**src/rtl/dcache_ctrl_pkg.sv**
```systemverilog
// Shared types and constants for the direct-mapped write-back L1 data cache.
// Tags are stored wide enough for the smallest legal cache (two lines).
package dcache_ctrl_pkg;

  localparam int XLEN            = 32;
  localparam int ADDR_LEN        = 32;
  localparam int NUM_CACHE_LINES = 4;
  localparam int LINE_BYTES      = 16;
  localparam int LINE_W          = LINE_BYTES * 8;
  localparam int OFFSET_W        = $clog2(LINE_BYTES);
  localparam int INDEX_W         = $clog2(NUM_CACHE_LINES);
  localparam int TAG_W           = ADDR_LEN - OFFSET_W - 1;

  typedef enum logic {
    BYTE = 1'b0,
    WORD = 1'b1
  } data_size_e;

  typedef enum logic [1:0] {
    IDLE,
    WRITEBACK,
    REFILL,
    UPDATE
  } dcache_state_e;

  typedef enum logic [1:0] {
    WR_BYTE,
    WR_WORD,
    WR_LINE
  } dcache_wr_mode_e;

  typedef struct packed {
    logic              valid;
    logic              dirty;
    logic [TAG_W-1:0]  tag;
    logic [LINE_W-1:0] data;
  } dcache_line_t;

  typedef struct packed {
    logic                req;
    logic                we;
    logic [ADDR_LEN-1:0] addr;
    logic [LINE_W-1:0]   wdata;
  } mem_req_t;

  function automatic logic [LINE_W-1:0] mergeStore(input logic [LINE_W-1:0]   line,
                                                   input logic [OFFSET_W-1:0] offset,
                                                   input logic [XLEN-1:0]     data,
                                                   input data_size_e          size);
    logic [LINE_W-1:0] merged;
    merged = line;
    if (size == WORD) merged[{offset[OFFSET_W-1:2], 5'b0} +: XLEN] = data;
    else              merged[{offset, 3'b0} +: 8]                  = data[7:0];
    return merged;
  endfunction

  // WORD ignores the byte lane; BYTE is zero-extended.
  function automatic logic [XLEN-1:0] loadExtract(input logic [LINE_W-1:0]   line,
                                                  input logic [OFFSET_W-1:0] offset,
                                                  input data_size_e          size);
    logic [XLEN-1:0] result;
    if (size == WORD) result = line[{offset[OFFSET_W-1:2], 5'b0} +: XLEN];
    else              result = {{(XLEN-8){1'b0}}, line[{offset, 3'b0} +: 8]};
    return result;
  endfunction

endpackage

```
**src/rtl/dcache_ctrl_if.sv**
```systemverilog
// Pipeline load, store-buffer drain and line memory port of the data cache.
interface dcache_ctrl_if;
  import dcache_ctrl_pkg::*;

  logic                load_req_in;
  logic [ADDR_LEN-1:0] load_addr_in;
  data_size_e          load_size_in;
  logic [XLEN-1:0]     load_data_out;
  logic                load_valid_out;
  logic                stb_flush_in;
  logic [ADDR_LEN-1:0] stb_addr_in;
  logic [XLEN-1:0]     stb_data_in;
  data_size_e          stb_size_in;
  logic                stall_out;
  logic                mem_req_out;
  logic                mem_we_out;
  logic [ADDR_LEN-1:0] mem_addr_out;
  logic [LINE_W-1:0]   mem_wdata_out;
  logic                mem_ready_in;
  logic [LINE_W-1:0]   mem_rdata_in;

  modport slave (
    input  load_req_in, load_addr_in, load_size_in,
    input  stb_flush_in, stb_addr_in, stb_data_in, stb_size_in,
    input  mem_ready_in, mem_rdata_in,
    output load_data_out, load_valid_out, stall_out,
    output mem_req_out, mem_we_out, mem_addr_out, mem_wdata_out
  );

  modport master (
    output load_req_in, load_addr_in, load_size_in,
    output stb_flush_in, stb_addr_in, stb_data_in, stb_size_in,
    output mem_ready_in, mem_rdata_in,
    input  load_data_out, load_valid_out, stall_out,
    input  mem_req_out, mem_we_out, mem_addr_out, mem_wdata_out
  );

endinterface

```
**src/rtl/dcache_ctrl_array.sv**
```systemverilog
// Valid/dirty/tag/data storage: one combinational read port, one write port
// that either patches a byte/word of a resident line or installs a full line.
module dcache_array
  import dcache_ctrl_pkg::*;
#(
  parameter int NUM_LINES = NUM_CACHE_LINES
) (
  input  logic                         clk,
  input  logic                         reset,
  input  logic [$clog2(NUM_LINES)-1:0] rd_index_i,
  output dcache_line_t                 rd_line_o,
  input  logic                         we_i,
  input  dcache_wr_mode_e              mode_i,
  input  logic [$clog2(NUM_LINES)-1:0] wr_index_i,
  input  logic [OFFSET_W-1:0]          wr_offset_i,
  input  logic [XLEN-1:0]              wr_word_i,
  input  logic [LINE_W-1:0]            wr_line_i,
  input  logic [TAG_W-1:0]             wr_tag_i,
  input  logic                         wr_dirty_i
);

  logic              valid_q [NUM_LINES];
  logic              dirty_q [NUM_LINES];
  logic [TAG_W-1:0]  tag_q   [NUM_LINES];
  logic [LINE_W-1:0] data_q  [NUM_LINES];

  always_comb begin
    rd_line_o.valid = valid_q[rd_index_i];
    rd_line_o.dirty = dirty_q[rd_index_i];
    rd_line_o.tag   = tag_q[rd_index_i];
    rd_line_o.data  = data_q[rd_index_i];
  end

  always_ff @(posedge clk or negedge reset) begin
    if (!reset) begin
      for (int i = 0; i < NUM_LINES; i++) begin
        valid_q[i] <= 1'b0;
        dirty_q[i] <= 1'b0;
      end
    end else if (we_i) begin
      if (mode_i == WR_LINE) begin
        valid_q[wr_index_i] <= 1'b1;
        dirty_q[wr_index_i] <= wr_dirty_i;
      end else begin
        dirty_q[wr_index_i] <= 1'b1;
      end
    end
  end

  // Tag and data payload carry no reset; valid gates their use.
  always_ff @(posedge clk) begin
    if (we_i) begin
      if (mode_i == WR_LINE) begin
        tag_q[wr_index_i]  <= wr_tag_i;
        data_q[wr_index_i] <= wr_line_i;
      end else begin
        data_q[wr_index_i] <= mergeStore(data_q[wr_index_i], wr_offset_i, wr_word_i,
                                         (mode_i == WR_WORD) ? WORD : BYTE);
      end
    end
  end

endmodule

```
**src/rtl/dcache_ctrl.sv**
```systemverilog
// Direct-mapped write-back, write-allocate L1 data cache controller: hit path,
// store-buffer drain and the miss FSM driving the line-granular memory port.
module dcache_ctrl
  import dcache_ctrl_pkg::*;
#(
  parameter int NUM_LINES = NUM_CACHE_LINES
) (
  input logic          clk,
  input logic          reset,
  dcache_ctrl_if.slave bus
);

  localparam int IW = $clog2(NUM_LINES);

  dcache_state_e       state_q, state_d;
  logic                memReq_q, memReq_d;
  logic                memWe_q, memWe_d;
  logic                pendStore_q, pendStore_d;
  logic [ADDR_LEN-1:0] pendAddr_q, pendAddr_d;
  logic [XLEN-1:0]     pendData_q, pendData_d;
  data_size_e          pendSize_q, pendSize_d;
  logic [LINE_W-1:0]   refill_q, refill_d;

  logic [ADDR_LEN-1:0] lookupAddr;
  logic [IW-1:0]       lookupIndex;
  logic [OFFSET_W-1:0] lookupOffset;
  logic [TAG_W-1:0]    lookupTag;
  dcache_line_t        rdLine;
  logic                hit, victimDirty;
  logic                stallC, loadValidC, loadValid;
  logic                arrWe;
  dcache_wr_mode_e     arrMode;
  logic [LINE_W-1:0]   arrLine;
  mem_req_t            memOut;

  // Flush owns the single lookup port in IDLE; during a miss it follows the pending request.
  always_comb begin
    if (state_q == IDLE) lookupAddr = bus.stb_flush_in ? bus.stb_addr_in : bus.load_addr_in;
    else                 lookupAddr = pendAddr_q;
  end

  assign lookupOffset = lookupAddr[OFFSET_W-1:0];
  assign lookupIndex  = lookupAddr[OFFSET_W+IW-1:OFFSET_W];
  assign lookupTag    = TAG_W'(lookupAddr[ADDR_LEN-1:OFFSET_W+IW]);
  assign hit          = rdLine.valid && (rdLine.tag == lookupTag);
  assign victimDirty  = rdLine.valid && rdLine.dirty;
  assign arrLine      = pendStore_q ? mergeStore(refill_q, pendAddr_q[OFFSET_W-1:0], pendData_q, pendSize_q)
                                    : refill_q;

  dcache_array #(.NUM_LINES(NUM_LINES)) u_array (
    .clk         (clk),
    .reset       (reset),
    .rd_index_i  (lookupIndex),
    .rd_line_o   (rdLine),
    .we_i        (arrWe),
    .mode_i      (arrMode),
    .wr_index_i  (lookupIndex),
    .wr_offset_i (lookupOffset),
    .wr_word_i   (bus.stb_data_in),
    .wr_line_i   (arrLine),
    .wr_tag_i    (lookupTag),
    .wr_dirty_i  (pendStore_q)
  );

  always_comb begin
    state_d     = state_q;
    memReq_d    = memReq_q;
    memWe_d     = memWe_q;
    pendStore_d = pendStore_q;
    pendAddr_d  = pendAddr_q;
    pendData_d  = pendData_q;
    pendSize_d  = pendSize_q;
    refill_d    = refill_q;
    stallC      = 1'b0;
    loadValidC  = 1'b0;
    arrWe       = 1'b0;
    arrMode     = WR_LINE;

    unique case (state_q)
      IDLE: begin
        if (bus.stb_flush_in && hit) begin
          arrWe   = 1'b1;
          arrMode = (bus.stb_size_in == WORD) ? WR_WORD : WR_BYTE;
          stallC  = bus.load_req_in;
        end else if (bus.load_req_in && !bus.stb_flush_in && hit) begin
          loadValidC = 1'b1;
        end else if (bus.stb_flush_in || bus.load_req_in) begin
          stallC      = 1'b1;
          pendStore_d = bus.stb_flush_in;
          pendAddr_d  = lookupAddr;
          pendData_d  = bus.stb_data_in;
          pendSize_d  = bus.stb_flush_in ? bus.stb_size_in : bus.load_size_in;
          memReq_d    = 1'b1;
          memWe_d     = victimDirty;
          state_d     = victimDirty ? WRITEBACK : REFILL;
        end
      end
      WRITEBACK: begin
        stallC = 1'b1;
        if (memReq_q && bus.mem_ready_in) begin
          memReq_d = 1'b0;
          memWe_d  = 1'b0;
          state_d  = REFILL;
        end
      end
      // After a writeback the request stays low for one cycle before the refill rises.
      REFILL: begin
        stallC = 1'b1;
        if (!memReq_q) begin
          memReq_d = 1'b1;
        end else if (bus.mem_ready_in) begin
          refill_d = bus.mem_rdata_in;
          memReq_d = 1'b0;
          state_d  = UPDATE;
        end
      end
      UPDATE: begin
        stallC  = 1'b1;
        arrWe   = 1'b1;
        arrMode = WR_LINE;
        state_d = IDLE;
      end
      default: state_d = IDLE;
    endcase
  end

  always_ff @(posedge clk or negedge reset) begin
    if (!reset) begin
      state_q     <= IDLE;
      memReq_q    <= 1'b0;
      memWe_q     <= 1'b0;
      pendStore_q <= 1'b0;
      pendAddr_q  <= '0;
      pendData_q  <= '0;
      pendSize_q  <= WORD;
      refill_q    <= '0;
    end else begin
      state_q     <= state_d;
      memReq_q    <= memReq_d;
      memWe_q     <= memWe_d;
      pendStore_q <= pendStore_d;
      pendAddr_q  <= pendAddr_d;
      pendData_q  <= pendData_d;
      pendSize_q  <= pendSize_d;
      refill_q    <= refill_d;
    end
  end

  always_comb begin
    memOut.req   = memReq_q;
    memOut.we    = memWe_q;
    memOut.wdata = rdLine.data;
    memOut.addr  = (state_q == WRITEBACK) ? ADDR_LEN'({rdLine.tag, lookupIndex, OFFSET_W'(0)})
                                          : {pendAddr_q[ADDR_LEN-1:OFFSET_W], OFFSET_W'(0)};
  end

  // Gating with reset keeps the pipeline-facing outputs quiet while reset is held.
  assign loadValid          = reset & loadValidC;
  assign bus.stall_out      = reset & stallC;
  assign bus.load_valid_out = loadValid;
  assign bus.load_data_out  = loadValid ? loadExtract(rdLine.data, lookupOffset, bus.load_size_in) : '0;
  assign bus.mem_req_out    = memOut.req;
  assign bus.mem_we_out     = memOut.we;
  assign bus.mem_addr_out   = memOut.addr;
  assign bus.mem_wdata_out  = memOut.wdata;

endmodule
```
**src/flat_wrapper.sv**
```systemverilog
// flat-port wrapper written by rule: the top's interface ports become plain ports
module dcache_ctrl_flat import dcache_ctrl_pkg::*;
#(
  parameter int NUM_LINES = NUM_CACHE_LINES
)
  (clk, reset, bus_load_req_in, bus_load_addr_in, bus_load_size_in, bus_stb_flush_in, bus_stb_addr_in, bus_stb_data_in, bus_stb_size_in, bus_mem_ready_in, bus_mem_rdata_in, bus_load_data_out, bus_load_valid_out, bus_stall_out, bus_mem_req_out, bus_mem_we_out, bus_mem_addr_out, bus_mem_wdata_out);
  dcache_ctrl_if bus_i ();
  input logic clk;
  input logic reset;
  input wire logic [$bits(bus_i.load_req_in)-1:0] bus_load_req_in;
  input wire logic [$bits(bus_i.load_addr_in)-1:0] bus_load_addr_in;
  input wire logic [$bits(bus_i.load_size_in)-1:0] bus_load_size_in;
  input wire logic [$bits(bus_i.stb_flush_in)-1:0] bus_stb_flush_in;
  input wire logic [$bits(bus_i.stb_addr_in)-1:0] bus_stb_addr_in;
  input wire logic [$bits(bus_i.stb_data_in)-1:0] bus_stb_data_in;
  input wire logic [$bits(bus_i.stb_size_in)-1:0] bus_stb_size_in;
  input wire logic [$bits(bus_i.mem_ready_in)-1:0] bus_mem_ready_in;
  input wire logic [$bits(bus_i.mem_rdata_in)-1:0] bus_mem_rdata_in;
  output wire logic [$bits(bus_i.load_data_out)-1:0] bus_load_data_out;
  output wire logic [$bits(bus_i.load_valid_out)-1:0] bus_load_valid_out;
  output wire logic [$bits(bus_i.stall_out)-1:0] bus_stall_out;
  output wire logic [$bits(bus_i.mem_req_out)-1:0] bus_mem_req_out;
  output wire logic [$bits(bus_i.mem_we_out)-1:0] bus_mem_we_out;
  output wire logic [$bits(bus_i.mem_addr_out)-1:0] bus_mem_addr_out;
  output wire logic [$bits(bus_i.mem_wdata_out)-1:0] bus_mem_wdata_out;
  assign bus_i.load_req_in = bus_load_req_in;
  assign bus_i.load_addr_in = bus_load_addr_in;
  assign bus_i.load_size_in = bus_load_size_in;
  assign bus_i.stb_flush_in = bus_stb_flush_in;
  assign bus_i.stb_addr_in = bus_stb_addr_in;
  assign bus_i.stb_data_in = bus_stb_data_in;
  assign bus_i.stb_size_in = bus_stb_size_in;
  assign bus_i.mem_ready_in = bus_mem_ready_in;
  assign bus_i.mem_rdata_in = bus_mem_rdata_in;
  assign bus_load_data_out = bus_i.load_data_out;
  assign bus_load_valid_out = bus_i.load_valid_out;
  assign bus_stall_out = bus_i.stall_out;
  assign bus_mem_req_out = bus_i.mem_req_out;
  assign bus_mem_we_out = bus_i.mem_we_out;
  assign bus_mem_addr_out = bus_i.mem_addr_out;
  assign bus_mem_wdata_out = bus_i.mem_wdata_out;
  dcache_ctrl #(.NUM_LINES(NUM_LINES)) u_core (.clk(clk), .reset(reset), .bus(bus_i));
endmodule
```
**config.mk**
```make
export PLATFORM = sky130hd
export DESIGN_NAME = dcache_ctrl_flat
export DESIGN_NICKNAME = d
export VERILOG_FILES = /design/src/rtl/dcache_ctrl_pkg.sv /design/src/rtl/dcache_ctrl_if.sv /design/src/rtl/dcache_ctrl_array.sv /design/src/rtl/dcache_ctrl.sv /design/src/flat_wrapper.sv
export SDC_FILE = /design/constraint.sdc
export NUM_CORES = 2
export LEC_CHECK = 0
export CELL_PAD_IN_SITES_DETAIL_PLACEMENT = 1
export CELL_PAD_IN_SITES_GLOBAL_PLACEMENT = 2
export CORE_ASPECT_RATIO = 0.75
export CORE_MARGIN = 2
export CORE_UTILIZATION = 41
export CTS_CLUSTER_DIAMETER = 100
export CTS_CLUSTER_SIZE = 16
export DETAILED_ROUTE_END_ITERATION = 12
export HOLD_SLACK_MARGIN = 0.15
export PLACE_DENSITY = 0.91
export SLEW_MARGIN = 20
export SYNTH_ARGS = -nofsm -noshare
export SYNTH_HDL_FRONTEND = slang
export SYNTH_HIERARCHICAL = 1
export SYNTH_SLANG_ARGS = --single-unit
```
**constraint.sdc**
```tcl
create_clock -name clk -period 18.6 [get_ports clk]
set_input_delay 3.72 -clock clk [delete_from_list [all_inputs] [get_ports clk]]
set_output_delay 3.72 -clock clk [all_outputs]
set_load 0.05 [all_outputs]
```
==> results.md <==
* CP max stage delay at 0.84 ns
* Register area share after synthesis at 50.36%
* Met3 wire len at 29.06 mm
* FFs w/ async S/R, synth at 24.94%
* Clk_lat worst skew at 0.71 ns
* Top routing layer used: met5
* Core Area at 113900 sq um
* Crit-path cells: buf_2 > buf_4 > mux2i_1 > a21oi_4 > buf_4 > mux4_2 > xor2_1 > a2111oi_0 > and4_1 > o2111ai_1 > or4_1 > or2_4 > nor2b_1 > clkdlybuf4s50_1
* # nets final at 4171
* Die W at 395.8 um
* Met2 WL at 86.53 mm
* # setup viols final at 0
* Rows at 107
* Hold_sp: u_core/u_array/valid_q[0]
* Cell area after layout at 54530 sq um
* Total CTS buffers at 58
* Clock transition at path regs at 0.08 ns
* Synth-to-Final Area Change at 15.52%
* Final hold violations at 0
* CP startpoint kind: input pin
* Worst setup EP type: primary output
* H-tree depth at 2
* Hold endpoint: u_core/u_array/valid_q[0]
* Die Ht at 297.9 um
* Pre-CTS setup slack at 4.311 ns
* PortBufs at 422
* Unrepaired setup endpoints after global routing: no
* Period utilization at 77.23%
* Worst R2R Start: u_core/state_q[1]
* Cts hold-fix bufs at 0
* Top Ports at 427
* Drt wl/cell at 36.40 um
* Global route overflow at 0
* Wl on met1 at 73.78 mm
* # fillers at 11584
* Root Buffer: clkbuf_16
* Slew Viols, Final at 0
* Slew @ Worst Pin at 1.268 ns
* HP Class: register to register
* Clock Path Buffers at 3
* Total track usage at 33.15%
* Reg2reg setup slack at 8.91 ns
* DRC at 0
* Via count at 37758
* DR iter-0 viols at 5877
* Fmax at 69.61 MHz
* Critical path fanouts, max at 62
* Global-route wire length before repair at 282.1 mm
* Vias per Instance at 6.858
* Final GP Congestion at 0.9607
* Yosys reg bits at 826
* Slew HR at 15.50%
* Post-synth EDFFs at 620
* Vias in the first global route at 37120
* Commonest non-fill, non-tap cell in the layout: edfxtp_1
* Worst Hold Depth at 1
* Dpl hpwl at 142.3 mm
* FF-to-FF End: u_core/u_array/data_q[2][38]
* Synth Cell Area at 47200 sq um
* Avg Synthesized Cell Area at 12.78 sq um
* Syn. warnings at 6
* WP data arrival at 10.65 ns
* Dpl cells at 5388
* Area after DPL at 52710 sq um
* Pin count of the biggest net entering global routing at 132
* Setup TNS at 0 ns
* Routed wire length at 200.4 mm
* Gate Count Post-Synth at 3693
* Die area at 117900 sq um
* CTS tree: built
* Slowest stage cell, crit path: or4_1
* Final min period at 14.37 ns
* Initial Util at 41.43%
* Antenna-violating nets left at 0
* Status: complete, no violations
* Final setup skew at 0.05662 ns
* Main synth FF type: edfxtp_1
* CP most frequent cell: buf_4
* Clock sinks at 826
* Register-to-Register Path Depth at 17
* Required time worst endpoint at 14.88 ns
* DR pass1 iterations at 8
* Most frequent cells in the layout: edfxtp_1, nand2_1, clkdlybuf4s50_1
* Max-Cap Viols at 0
* Post-CTS Resized at 0
* Post-Layout Cell Count at 5506
* Initial antenna violation count at 17
* Share of layout cells above drive strength 1 at 19.63%
* Final WS setup at 4.235 ns
* CP Class: input pin to primary output
* Post-CTS setup buffer count at 0
* Yosys cell types at 94
## cells in the mapped netlist, types with 21 or more instances
cell type  count  share of area, %
mux4_2       311                15
o21ai_0      115               1.2
a211oi_1      43              0.68
a31oi_1       35              0.46
nor2_1       147               1.2
buf_1         36              0.29
mux2i_1      198               4.2
a22o_1        24              0.45
nor2b_1       21              0.28
clkbuf_1     221               1.8
a21oi_1      310               3.3
a221oi_1      30              0.56
a22oi_1      148               2.4
dfrtp_1      205                11
buf_2         56              0.59
nand2_1      458               3.6
buf_4         21              0.33
edfxtp_1     620                39
inv_1         56              0.45
o221ai_1      79               1.5
a32oi_1       65               1.2
mux2_2       225               5.4
## stage by stage
step           utilization (%)  hold WS [ns]
3_5_place_dp             46.27        0.4578
6_report                 47.86        0.4737
4_1_cts                  47.82        0.4761
2_1_floorplan                -        0.4337
5_1_grt                  47.85        0.4899
3_3_place_gp             46.27        0.4473
## final cells by class
cell class	instances	area [sq um]	area share, %
inverter	62	249.0	0.4566
clock buffer	106	1694	3.107
timing repair buffer	505	4882	8.953
antenna	7	17.52	0.03212
multi-input combinational	2470	21920	40.20
clock inverter	4	76.32	0.1400
tap	1526	1909	3.501
sequential	826	23780	43.61
## worst max-delay path, delay by kind of cell
| kind | cells | cell delay [ns] |
|---|---|---|
| buf+inv | 4 | 2.25 |
| simple gates | 4 | 1.94 |
| compound gates | 3 | 1.69 |
| mux | 2 | 0.78 |
| xor+xnor | 1 | 0.16 |
## state kept, by name (all words and copies together) (netlist names)
register / count
u_core/bus.mem_req_out: 1
u_core/bus.mem_we_out: 1
u_core/pendAddr_q: 32
u_core/pendData_q: 32
u_core/pendSize_q: 1
u_core/pendStore_q: 1
u_core/refill_q: 128
u_core/state_q: 2
u_core/u_array/data_q: 512
u_core/u_array/dirty_q: 4
u_core/u_array/tag_q: 108
u_core/u_array/valid_q: 4
## worst max path at each step
stage	startpoint	endpoint	slack (ns)	cells after the start
floorplan	bus_stb_flush_in	u_core/u_array/tag_q[0][0]	4.01	18
global placement	bus_stb_flush_in	bus_load_data_out[9]	4.44	14
detailed placement	bus_stb_flush_in	bus_load_data_out[8]	4.31	14
CTS	bus_stb_flush_in	bus_load_data_out[8]	4.30	14
global route	bus_stb_flush_in	bus_load_data_out[8]	4.11	14
finish	bus_stb_flush_in	bus_load_data_out[8]	4.23	14
## routing by layer
metal	global-route usage, %	vias up
met3	12.78	482
li1	-	15020
met5	0	-
met2	47.72	2821
met4	15.43	18
met1	44.04	19417
## kinds of logic after synthesis
kind of cell,after synthesis,share of synthesized area [%]
multiplexers,741,24.60
AND/OR/NAND/NOR,757,7.287
other,1,0.007944
AO/OA/AOI/OAI,927,13.22
XOR/XNOR,19,0.3525
buffers and inverters,404,3.692
flip-flops,826,50.36
adder cells (fa/ha/maj),18,0.4718
Power is not shown: default switching activity piles up to over one toggle a cycle in this logic, so the estimate is an artifact.
